**src/rtl/cordic_iter_engine_pkg.sv**
```systemverilog
`default_nettype none
// ----------------------------------------------------------------------------
// cordic_pkg : shared types and elaboration-time constants for the CORDIC engine
// Rev 1.0
// ----------------------------------------------------------------------------
package cordic_pkg;

   typedef enum logic {
      ROTATE = 1'b0,
      VECTOR = 1'b1
   } mode_t;

   typedef enum logic [2:0] {
      S_IDLE  = 3'd0,
      S_PRE   = 3'd1,
      S_ITER  = 3'd2,
      S_SCALE = 3'd3,
      S_DONE  = 3'd4
   } state_t;

   localparam real c_PI_R = 3.14159265358979323846;

   function automatic real pow2_r(input int n);
      real r;
      r = 1.0;
      for (int i = 0; i < n; i++) r = r * 2.0;
      return r;
   endfunction

   // All callers pass non-negative values, so add-half-and-truncate is round-to-nearest.
   function automatic int round_pos(input real r);
      return $rtoi(r + 0.5);
   endfunction

   function automatic real sqrt_r(input real a);
      real g;
      g = a;
      for (int i = 0; i < 40; i++) g = 0.5 * (g + a / g);
      return g;
   endfunction

   // Series is only used for t <= 0.5, where 24 terms are far below one LSB.
   function automatic real atan_r(input int idx);
      real t, t2, term, acc;
      if (idx == 0) return c_PI_R / 4.0;
      t    = 1.0 / pow2_r(idx);
      t2   = t * t;
      term = t;
      acc  = 0.0;
      for (int n = 0; n < 24; n++) begin
         if ((n % 2) == 0) acc = acc + term / real'(2 * n + 1);
         else              acc = acc - term / real'(2 * n + 1);
         term = term * t2;
      end
      return acc;
   endfunction

   function automatic int pi_q(input int angle_w);
      return round_pos(c_PI_R * pow2_r(angle_w - 3));
   endfunction

   function automatic int half_pi_q(input int angle_w);
      return round_pos(c_PI_R * 0.5 * pow2_r(angle_w - 3));
   endfunction

   function automatic int atan_q(input int idx, input int angle_w);
      return round_pos(atan_r(idx) * pow2_r(angle_w - 3));
   endfunction

   function automatic int kinv_q(input int iter, input int frac_w);
      real p;
      p = 1.0;
      for (int i = 0; i < iter; i++) p = p * (1.0 + 1.0 / pow2_r(2 * i));
      return round_pos(pow2_r(frac_w) / sqrt_r(p));
   endfunction

   function automatic int idx_w(input int iter);
      return (iter > 1) ? $clog2(iter) : 1;
   endfunction

endpackage
`default_nettype wire

```
**src/rtl/cordic_iter_engine_if.sv**
```systemverilog
`default_nettype none
// ----------------------------------------------------------------------------
// cordic_iter_engine_if : operand/result handshake bundle of the CORDIC engine
// Rev 1.0
// ----------------------------------------------------------------------------
interface cordic_iter_engine_if
   import cordic_pkg::*;
#(
   parameter int WIDTH   = 14,
   parameter int ANGLE_W = 17
) ();
   logic                      in_valid;
   logic                      in_ready;
   mode_t                     in_mode;
   logic signed [WIDTH-1:0]   in_x;
   logic signed [WIDTH-1:0]   in_y;
   logic signed [ANGLE_W-1:0] in_z;
   logic                      out_valid;
   logic                      out_ready;
   logic signed [WIDTH-1:0]   out_x;
   logic signed [WIDTH-1:0]   out_y;
   logic signed [ANGLE_W-1:0] out_z;
   logic                      busy;

   modport master (
      output in_valid, in_mode, in_x, in_y, in_z, out_ready,
      input  in_ready, out_valid, out_x, out_y, out_z, busy
   );

   modport slave (
      input  in_valid, in_mode, in_x, in_y, in_z, out_ready,
      output in_ready, out_valid, out_x, out_y, out_z, busy
   );
endinterface
`default_nettype wire

```
**src/rtl/cordic_iter_engine_atan_rom.sv**
```systemverilog
`default_nettype none
// ----------------------------------------------------------------------------
// cordic_atan_rom : combinational atan(2^-i) table in Q3.(ANGLE_W-3) radians
// Rev 1.0
// ----------------------------------------------------------------------------
module cordic_atan_rom
   import cordic_pkg::*;
#(
   parameter int ANGLE_W = 17,
   parameter int ITER    = 14,
   parameter int IDX_W   = idx_w(ITER)
) (
   input  logic [IDX_W-1:0]          i_idx,
   output logic signed [ANGLE_W-1:0] o_atan
);
   logic signed [ANGLE_W-1:0] w_tab [ITER];

   for (genvar g = 0; g < ITER; g++) begin : g_tab
      localparam logic signed [ANGLE_W-1:0] c_ATAN = ANGLE_W'(atan_q(g, ANGLE_W));
      assign w_tab[g] = c_ATAN;
   end

   always_comb begin
      o_atan = '0;
      if (32'(i_idx) < ITER) o_atan = w_tab[i_idx];
   end
endmodule
`default_nettype wire

```
**src/rtl/cordic_iter_engine.sv**
```systemverilog
`default_nettype none
// ----------------------------------------------------------------------------
// cordic_iter_engine : iterative rotation/vectoring CORDIC with quadrant fold
// Rev 1.0
// ----------------------------------------------------------------------------
module cordic_iter_engine
   import cordic_pkg::*;
#(
   parameter int WIDTH     = 14,
   parameter int ANGLE_W   = 17,
   parameter int ITER      = 14,
   parameter int GAIN_COMP = 1
) (
   input  logic                clk,
   input  logic                rst,
   cordic_iter_engine_if.slave bus
);
   localparam int XW    = WIDTH + 2;
   localparam int PW    = 2 * XW + 1;
   localparam int IDX_W = idx_w(ITER);

   localparam logic signed [ANGLE_W-1:0] c_HALF_PI     = ANGLE_W'(half_pi_q(ANGLE_W));
   localparam logic signed [ANGLE_W-1:0] c_NEG_HALF_PI = -c_HALF_PI;
   localparam logic signed [XW:0]        c_KINV        = (XW + 1)'(kinv_q(ITER, XW));
   localparam logic signed [PW-1:0]      c_RND         = PW'(1 << (XW - 1));
   localparam logic signed [XW:0]        c_SMAX        = (XW + 1)'((1 << (WIDTH - 1)) - 1);
   localparam logic signed [XW:0]        c_SMIN        = (XW + 1)'(-(1 << (WIDTH - 1)));

   state_t                    r_state;
   state_t                    w_state_nxt;
   mode_t                     r_mode;
   logic signed [XW-1:0]      r_x;
   logic signed [XW-1:0]      r_y;
   logic signed [ANGLE_W-1:0] r_z;
   logic [IDX_W-1:0]          r_iter;
   logic signed [WIDTH-1:0]   r_out_x;
   logic signed [WIDTH-1:0]   r_out_y;
   logic signed [ANGLE_W-1:0] r_out_z;

   logic signed [XW-1:0]      w_xs;
   logic signed [XW-1:0]      w_ys;
   logic signed [ANGLE_W-1:0] w_atan;
   logic                      w_last;
   logic                      w_d_pos;
   logic signed [XW:0]        w_sx;
   logic signed [XW:0]        w_sy;

   cordic_atan_rom #(
      .ANGLE_W (ANGLE_W),
      .ITER    (ITER),
      .IDX_W   (IDX_W)
   ) u_atan_rom (
      .i_idx  (r_iter),
      .o_atan (w_atan)
   );

   assign w_xs    = r_x >>> r_iter;
   assign w_ys    = r_y >>> r_iter;
   assign w_last  = (r_iter == IDX_W'(ITER - 1));
   assign w_d_pos = (r_mode == ROTATE) ? ~r_z[ANGLE_W-1] : r_y[XW-1];

   // Gain stage: product plus half-LSB, then floor back to the guard-bit width.
   if (GAIN_COMP != 0) begin : g_comp
      assign w_sx = (XW + 1)'((PW'(r_x) * PW'(c_KINV) + c_RND) >>> XW);
      assign w_sy = (XW + 1)'((PW'(r_y) * PW'(c_KINV) + c_RND) >>> XW);
   end else begin : g_raw
      assign w_sx = (XW + 1)'(r_x);
      assign w_sy = (XW + 1)'(r_y);
   end

   function automatic logic signed [WIDTH-1:0] sat_w(input logic signed [XW:0] v);
      if (v > c_SMAX)      return c_SMAX[WIDTH-1:0];
      else if (v < c_SMIN) return c_SMIN[WIDTH-1:0];
      else                 return v[WIDTH-1:0];
   endfunction

   always_ff @(posedge clk) begin
      if (rst) r_state <= S_IDLE;
      else     r_state <= w_state_nxt;
   end

   always_comb begin
      w_state_nxt = r_state;
      case (r_state)
         S_IDLE:  if (bus.in_valid)  w_state_nxt = S_PRE;
         S_PRE:                      w_state_nxt = S_ITER;
         S_ITER:  if (w_last)        w_state_nxt = S_SCALE;
         S_SCALE:                    w_state_nxt = S_DONE;
         S_DONE:  if (bus.out_ready) w_state_nxt = S_IDLE;
         default:                    w_state_nxt = S_IDLE;
      endcase
   end

   always_ff @(posedge clk) begin
      if (rst) begin
         r_mode  <= ROTATE;
         r_x     <= '0;
         r_y     <= '0;
         r_z     <= '0;
         r_iter  <= '0;
         r_out_x <= '0;
         r_out_y <= '0;
         r_out_z <= '0;
      end else begin
         case (r_state)
            S_IDLE: begin
               if (bus.in_valid) begin
                  r_mode <= bus.in_mode;
                  r_x    <= XW'(bus.in_x);
                  r_y    <= XW'(bus.in_y);
                  r_z    <= bus.in_z;
                  r_iter <= '0;
               end
            end
            S_PRE: begin
               // Fold by +/-90 degrees so the residual lies inside the CORDIC convergence range.
               if (r_mode == ROTATE) begin
                  if (r_z > c_HALF_PI) begin
                     r_x <= -r_y;
                     r_y <= r_x;
                     r_z <= r_z - c_HALF_PI;
                  end else if (r_z < c_NEG_HALF_PI) begin
                     r_x <= r_y;
                     r_y <= -r_x;
                     r_z <= r_z + c_HALF_PI;
                  end
               end else if (r_x[XW-1]) begin
                  if (!r_y[XW-1]) begin
                     r_x <= r_y;
                     r_y <= -r_x;
                     r_z <= r_z + c_HALF_PI;
                  end else begin
                     r_x <= -r_y;
                     r_y <= r_x;
                     r_z <= r_z - c_HALF_PI;
                  end
               end
               r_iter <= '0;
            end
            S_ITER: begin
               if (w_d_pos) begin
                  r_x <= r_x - w_ys;
                  r_y <= r_y + w_xs;
                  r_z <= r_z - w_atan;
               end else begin
                  r_x <= r_x + w_ys;
                  r_y <= r_y - w_xs;
                  r_z <= r_z + w_atan;
               end
               r_iter <= r_iter + 1'b1;
            end
            S_SCALE: begin
               r_out_x <= sat_w(w_sx);
               r_out_y <= sat_w(w_sy);
               r_out_z <= r_z;
            end
            default: ;
         endcase
      end
   end

   assign bus.in_ready  = (r_state == S_IDLE) && !rst;
   assign bus.out_valid = (r_state == S_DONE);
   assign bus.busy      = (r_state != S_IDLE);
   assign bus.out_x     = r_out_x;
   assign bus.out_y     = r_out_y;
   assign bus.out_z     = r_out_z;
endmodule
`default_nettype wire

```
**src/flat_wrapper.sv**
```systemverilog
// flat-port wrapper written by rule: the top's interface ports become plain ports
module cordic_iter_engine_flat import cordic_pkg::*;
#(
   parameter int WIDTH     = 14,
   parameter int ANGLE_W   = 17,
   parameter int ITER      = 14,
   parameter int GAIN_COMP = 1
)
  (clk, rst, bus_in_valid, bus_in_mode, bus_in_x, bus_in_y, bus_in_z, bus_out_ready, bus_in_ready, bus_out_valid, bus_out_x, bus_out_y, bus_out_z, bus_busy);
  cordic_iter_engine_if #(.WIDTH(WIDTH), .ANGLE_W(ANGLE_W)) bus_i ();
  input  logic clk;
  input  logic rst;
  input wire logic [$bits(bus_i.in_valid)-1:0] bus_in_valid;
  input wire logic [$bits(bus_i.in_mode)-1:0] bus_in_mode;
  input wire logic [$bits(bus_i.in_x)-1:0] bus_in_x;
  input wire logic [$bits(bus_i.in_y)-1:0] bus_in_y;
  input wire logic [$bits(bus_i.in_z)-1:0] bus_in_z;
  input wire logic [$bits(bus_i.out_ready)-1:0] bus_out_ready;
  output wire logic [$bits(bus_i.in_ready)-1:0] bus_in_ready;
  output wire logic [$bits(bus_i.out_valid)-1:0] bus_out_valid;
  output wire logic [$bits(bus_i.out_x)-1:0] bus_out_x;
  output wire logic [$bits(bus_i.out_y)-1:0] bus_out_y;
  output wire logic [$bits(bus_i.out_z)-1:0] bus_out_z;
  output wire logic [$bits(bus_i.busy)-1:0] bus_busy;
  assign bus_i.in_valid = bus_in_valid;
  assign bus_i.in_mode = bus_in_mode;
  assign bus_i.in_x = bus_in_x;
  assign bus_i.in_y = bus_in_y;
  assign bus_i.in_z = bus_in_z;
  assign bus_i.out_ready = bus_out_ready;
  assign bus_in_ready = bus_i.in_ready;
  assign bus_out_valid = bus_i.out_valid;
  assign bus_out_x = bus_i.out_x;
  assign bus_out_y = bus_i.out_y;
  assign bus_out_z = bus_i.out_z;
  assign bus_busy = bus_i.busy;
  cordic_iter_engine #(.WIDTH(WIDTH), .ANGLE_W(ANGLE_W), .ITER(ITER), .GAIN_COMP(GAIN_COMP)) u_core (.clk(clk), .rst(rst), .bus(bus_i));
endmodule
```
**config.mk**
```make
export PLATFORM = sky130hd
export DESIGN_NAME = cordic_iter_engine_flat
export DESIGN_NICKNAME = d
export VERILOG_FILES = /design/src/rtl/cordic_iter_engine_pkg.sv /design/src/rtl/cordic_iter_engine_if.sv /design/src/rtl/cordic_iter_engine_atan_rom.sv /design/src/rtl/cordic_iter_engine.sv /design/src/flat_wrapper.sv
export SDC_FILE = /design/constraint.sdc
export NUM_CORES = 1
export LEC_CHECK = 0
export BUFFER_PORTS_ARGS = -buffer_cell sky130_fd_sc_hd__buf_2
export CAP_MARGIN = 20
export CORE_MARGIN = 5
export CORE_UTILIZATION = 35
export DETAILED_ROUTE_END_ITERATION = 8
export GPL_TIMING_DRIVEN = 0
export PLACE_DENSITY = 0.59
export REMOVE_ABC_BUFFERS = 1
export SLEW_MARGIN = 20
export SYNTH_ARGS = -nofsm -noshare
export SYNTH_HDL_FRONTEND = slang
export SYNTH_SLANG_ARGS = --single-unit
```
**constraint.sdc**
```tcl
create_clock -name clk -period 9.5 [get_ports clk]
set_input_delay 0.475 -clock clk [delete_from_list [all_inputs] [get_ports clk]]
set_output_delay 0.475 -clock clk [all_outputs]
set_load 0.02 [all_outputs]
```
==> metrics.cfg, run 1 <==
[die]
start_util_pct=35.42
core_area_sq_um=56600
num_io_pins=98
std_cell_rows=87
die_h_um=249.3
die_w_um=249.3
dieArea_sq_um=62170

[synthesis]
ys_seq_area_share_pct=10.19
synthDistinctLibCells=87
ys_ff_latch=102
ys_top_cells_by_area=ha_1, fa_1, dfxtp_1
syn_inst=2342
synth-compound-area-share_pct=17.41
synth-simple-area-share_pct=12.03
syn_avg_cell_area_sq_um=8.560
synth.cell_area_sq_um=20050
yosys-mux-area-fraction_pct=4.425
yosys_warnings=0
synthFlopType=dfxtp_1
synth_top_family_by_area=adder cells
yosysTopAreaCell=ha_1
synth-edff-count=0
synth-xor-area-share_pct=5.455
synthAdderAreaFrac_pct=41.39
async_flop_share_pct=0
yosysTopAreaCellShare_pct=21.72

[global_route]
antenna_found_initial=0
grt_pass1_wl_um=93120
grt-ovfl-total=0
track_usage_pct=18.48
grt_max_degree=91
grt_pass1_vias=17100

[placement]
post-dp-hpwl_um=46750
portBuffers=97
place_area_sq_um=21370
gp_congestion=0.8849

[cells_and_area]
layout-drive-gt1-share_pct=8.826
fin_nets=2958
insertedDiodeCount=0
final_area_sq_um=21660
syn_to_final_growth_pct=8.057

[worst_setup_path]
path_max_fanout=15
rr_endpoint=u_core.bus.out_x[9]$_SDFFE_PP0P_
worstSetupPathType=flip-flop to flip-flop
regToRegSetupSlack_ns=1.29
rr_startpoint=u_core.r_x[5]$_SDFFE_PP0P_
worstPathRequired_ns=9.81
start_kind=flip-flop
r2r_cells=22
cp-end-kind=flip-flop
crit_arrival_ns=8.52

[worst_hold_path]
hold_depth=2
hp-start=rst
worstHoldPathType=input pin to flip-flop
hold_end=u_core.bus.out_y[13]$_SDFFE_PP0P_

[sta]
hold_viol_final=0
setup_viol=0
finalMaxSlewViolations=0
worst_pin_slew_ns=0.9975
timing.fmax_mhz=121.8
relSlewSlack_pct=33.28
finClkSkew_ns=0.01581
fin_crit_sh_pct=86.43
fin_tns_setup_ns=0
grt_setup_unrepaired=no
period_minus_slack_ns=8.211

[routing]
avgViaCountPerCell=5.429
dr.pass1.iters=5
wire_per_inst_um=18.63
drc=0
via_count=16960
ant_nets=0
drt-total-wl_um=58190
drt_iter0_drc=1045

[job]
drv_cap=0

[clock_network]
clock_latency_ns=0.41
postCtsHoldBufs=0
numCtsBuffers=9
cts_setup_buffers=0
cts.sinks=102
h-tree-depth=3
cts_tree=yes
ctsResizeCount=0
root_buffer=clkbuf_16
path_clk_slew_ns=0.08
cts_buffer_depth=2

[status]
outcome=finished clean

==> area by class of cell <==
| class | count | area [sq um] |
|---|---|---|
| fillers | 5803 | 34940 |
| multi-input cells | 1766 | 16240 |
| flip-flops and latches | 102 | 2049 |
| inverters | 376 | 1411 |
| well taps | 756 | 945.9 |
| repair buffers | 108 | 726.9 |
| clock buffers | 12 | 256.5 |
| clock inverters | 4 | 30.03 |
==> cell usage in the layout, fill, tap and decap left out, types with 12 or more instances in the layout <==
cell type / synthesis / layout
a211oi_1: 57 / 57
a21o_1: 28 / 28
a21oi_1: 131 / 131
a221oi_1: 41 / 41
a22oi_1: 15 / 15
a31oi_1: 12 / 12
and3_1: 18 / 18
buf_2: 12 / 96
dfxtp_1: 102 / 96
fa_1: 197 / 197
ha_1: 348 / 348
inv_1: 375 / 375
mux4_2: 31 / 31
nand2_1: 171 / 170
nand3_1: 39 / 39
nor2_1: 175 / 170
nor3_1: 35 / 35
o21a_1: 18 / 17
o21ai_0: 93 / 93
o21ai_1: 16 / 14
o31ai_1: 16 / 16
or2_2: 12 / 13
or3_1: 14 / 14
xnor2_1: 85 / 85
xor2_1: 38 / 38
==> per-layer routing <==
layer,up-vias,GRT usage [%],share of wire [%]
li1,8072,-,-
met1,8276,24.53,44
met2,524,30.94,47
met3,87,2.934,5.6
met4,0,5.942,3.0
met5,-,0,0
==> through the flow <==
stage	instances	util [%]	setup WS (ns)	hold WS (ns)
global route	3124	38.27	0.5924	0.3285
global placement	3097	37.21	1.030	0.4380
finish	3124	38.27	1.289	0.3433
CTS	3124	38.25	0.9643	0.3172
floorplan	2244	-	2.730	0.4389
detailed placement	3108	37.75	1.023	0.4439
==> how the worst max path moves through the flow <==
| stage | start | end | slack [ns] |
|---|---|---|---|
| floorplan | u_core.r_x[5]$_SDFFE_PP0P_ | u_core.bus.out_x[0]$_SDFFE_PP0P_ | 2.73 |
| global placement | u_core.r_x[5]$_SDFFE_PP0P_ | u_core.bus.out_x[0]$_SDFFE_PP0P_ | 1.03 |
| detailed placement | u_core.r_x[5]$_SDFFE_PP0P_ | u_core.bus.out_x[9]$_SDFFE_PP0P_ | 1.02 |
| CTS | u_core.r_x[5]$_SDFFE_PP0P_ | u_core.bus.out_x[9]$_SDFFE_PP0P_ | 0.96 |
| global route | u_core.r_x[5]$_SDFFE_PP0P_ | u_core.bus.out_x[6]$_SDFFE_PP0P_ | 0.59 |
| finish | u_core.r_x[5]$_SDFFE_PP0P_ | u_core.bus.out_x[9]$_SDFFE_PP0P_ | 1.29 |
==> registers in the layout (all words and copies together), names as in the netlist <==
signal and flops:
u_core.r_x 16, u_core.r_y 16, u_core.r_iter 4, u_core.r_z 17
u_core.bus.out_z 17, u_core.r_state 3, u_core.bus.out_y 14, u_core.bus.out_x 14
u_core.r_mode 1
==> worst max-delay path, cell delays in order, from the launching register on <==
cell and delay [ns]:
dfxtp_1 0.76, inv_1 0.30, ha_1 0.41, inv_1 0.10, fa_1 0.59, inv_1 0.07
fa_1 0.52, fa_1 0.44, fa_1 0.55, inv_1 0.06, fa_1 0.54, inv_1 0.05
ha_1 0.31, nand4_1 0.10, a21oi_1 0.16, a221oi_2 0.14, a2111oi_0 0.78, o211ai_2 0.25
a211oi_1 0.39, o41ai_2 0.13, xor2_1 0.78, o22ai_2 0.40, a211oi_1 0.30
==> logic make-up after synthesis <==
group | after synthesis
xor gates and xnor gates | 124
adders and majority gates | 545
buffers and inverters | 474
DFF | 102
and+or+nand+nor | 527
muxes | 49
AOI/OAI and AO/OA | 521
==> synth_stat cells (9+ instances only) <==
cell / number
nand2_1: 171
or2_2: 12
a21o_1: 28
nor2_1: 175
mux2i_1: 11
nand3_1: 39
a22oi_1: 15
inv_1: 375
dfxtp_1: 102
fa_1: 197
or3_1: 14
nor3_1: 35
xnor2_1: 85
o211ai_1: 9
o21ai_0: 93
a221oi_1: 41
clkbuf_1: 74
o21a_1: 18
and3_1: 18
ha_1: 348
a211oi_1: 57
nor2b_1: 9
a21oi_1: 131
and2_1: 10
o31ai_1: 16
mux4_2: 31
a31oi_1: 12
o21ai_1: 16
xor2_1: 38
buf_2: 12
Power of run 1 is not shown: default switching activity piles up to over one toggle a cycle in this logic, so the estimate is an artifact.
==> inputs of run 2 (changes only) <==
CORE_ASPECT_RATIO = 0.5   (was default)
CORE_UTILIZATION = 40   (was 35)
PLACE_DENSITY = 0.65   (was 0.59)
==> metrics.cfg, run 2 (same netlist as run 1, synthesis figures left out) <==
[worst_hold_path]
hold_end=u_core.r_mode$_SDFFE_PP0P_
hp-start=bus_in_mode
hold_depth=3
worstHoldPathType=input pin to flip-flop

[clock_network]
cts_tree=yes
path_clk_slew_ns=0.09
clock_latency_ns=0.40
cts.sinks=102
ctsResizeCount=0
h-tree-depth=3
cts_setup_buffers=0
cts_buffer_depth=2
numCtsBuffers=9
postCtsHoldBufs=0
root_buffer=clkbuf_16

[routing]
avgViaCountPerCell=5.532
drt-met1-wl_um=25140
dr_wl_met2_um=25360
highest_layer=met4
wire_per_inst_um=18.41
drt_iter0_drc=1396
drt-total-wl_um=55740
ant_nets=0
dr.pass1.iters=8
wl_met3_um=3472
via_count=16750
drc=0

[cells_and_area]
register_area_sq_um=2049
fin_nets=2957
nFillCells=4894
syn_to_final_growth_pct=7.508
insertedDiodeCount=0
final_common_cell=inv_1
most-common-layout-cells=inv_1, ha_1, fa_1
layout-drive-gt1-share_pct=8.872
multi_input_area_sq_um=16250

[worst_setup_path]
max_stage_delay_ns=0.89
regToRegSetupSlack_ns=1.73
r2r_cells=22
worstPathRequired_ns=9.80
rr_startpoint=u_core.r_y[5]$_SDFFE_PP0P_
worstSetupPathType=flip-flop to flip-flop
critical_path.cell_chain=inv_1 > ha_1 > inv_1 > fa_1 > fa_1 > inv_1 > fa_1 > fa_1 > inv_1 > fa_1 > inv_1 > ha_1 > and4_1 > and2_1 > a211oi_1 > a21oi_1 > o2111ai_1 > a21oi_1 > or4_1 > and2_1 > a21o_1 > a211oi_1
start_kind=flip-flop
cp-end-kind=flip-flop
crit_arrival_ns=8.07
rr_endpoint=u_core.bus.out_y[11]$_SDFFE_PP0P_
cp_slowest_cell=dfxtp_1
path_max_fanout=13

[placement]
gp_congestion=0.9266
portBuffers=97
post-dp-hpwl_um=44540

[global_route]
track_usage_pct=20.27
grt_pass1_vias=16420
grt_pass1_wl_um=89430
grt-ovfl-total=0
antenna_found_initial=0
grt_max_degree=88

[job]
drv_cap=0

[sta]
period_minus_slack_ns=7.770
fin_tns_setup_ns=0
grt_setup_unrepaired=no
worst_pin_slew_ns=1.034
finClkSkew_ns=0.01460
finalMaxSlewViolations=0
hold_viol_final=0
timing.fmax_mhz=128.7
setup_viol=0
relSlewSlack_pct=30.48
fin_crit_sh_pct=81.79

[die]
num_io_pins=98
std_cell_rows=58
start_util_pct=40.15
dieArea_sq_um=54970
core_area_sq_um=49930
die_w_um=326.6
die_h_um=168.3

[status]
outcome=finished clean

## run 2: per-stage QoR
| stage | utilization [%] | instances | hold slack (ns) | worst slack [ns] | area (sq um) |
|---|---|---|---|---|---|
| 3_3_place_gp | 41.95 | 3001 | 0.4403 | 1.203 | 20950 |
| 3_5_place_dp | 42.47 | 3010 | 0.4440 | 1.253 | 21210 |
| 6_report | 43.17 | 3027 | 0.3159 | 1.730 | 21550 |
| 2_1_floorplan | - | 2244 | 0.4389 | 2.730 | 19630 |
| 5_1_grt | 43.17 | 3027 | 0.3421 | 1.242 | 21550 |
| 4_1_cts | 43.11 | 3026 | 0.3011 | 1.147 | 21520 |
## run 2: worst max path at each step
stage                     depth (start not counted)                                 to                        from
after global routing                             22   u_core.bus.out_x[6]$_SDFFE_PP0P_  u_core.r_x[5]$_SDFFE_PP0P_
after global placement                           22   u_core.bus.out_x[2]$_SDFFE_PP0P_  u_core.r_x[5]$_SDFFE_PP0P_
final                                            22  u_core.bus.out_y[11]$_SDFFE_PP0P_  u_core.r_y[5]$_SDFFE_PP0P_
after CTS                                        22  u_core.bus.out_x[12]$_SDFFE_PP0P_  u_core.r_x[5]$_SDFFE_PP0P_
after floorplan                                  22   u_core.bus.out_x[0]$_SDFFE_PP0P_  u_core.r_x[5]$_SDFFE_PP0P_
after detailed placement                         22  u_core.bus.out_x[12]$_SDFFE_PP0P_  u_core.r_x[5]$_SDFFE_PP0P_
## run 2: metal layers
metal / GRT usage, % / vias up
met5: 0 / -
met4: 6.749 / 0
met3: 3.707 / 92
met2: 33.09 / 479
met1: 27.33 / 8092
li1: - / 8083
## run 2: area by class of cell
class	count	area share, %
repair buffers	107	3.245
clock inverters	7	0.4238
flip-flops and latches	102	9.509
well taps	660	3.831
clock buffers	9	1.045
inverters	376	6.548
multi-input cells	1766	75.40
## run 2: critical path, delay by kind of cell, from the launching register on
family	cells	cell delay, ns
adder cells (fa/ha/maj)	7	3.36
AO/OA/AOI/OAI	6	1.67
AND/OR/NAND/NOR	4	1.13
flip-flops	1	0.89
buffers and inverters	5	0.61
Power of run 2 is left out for the same reason.
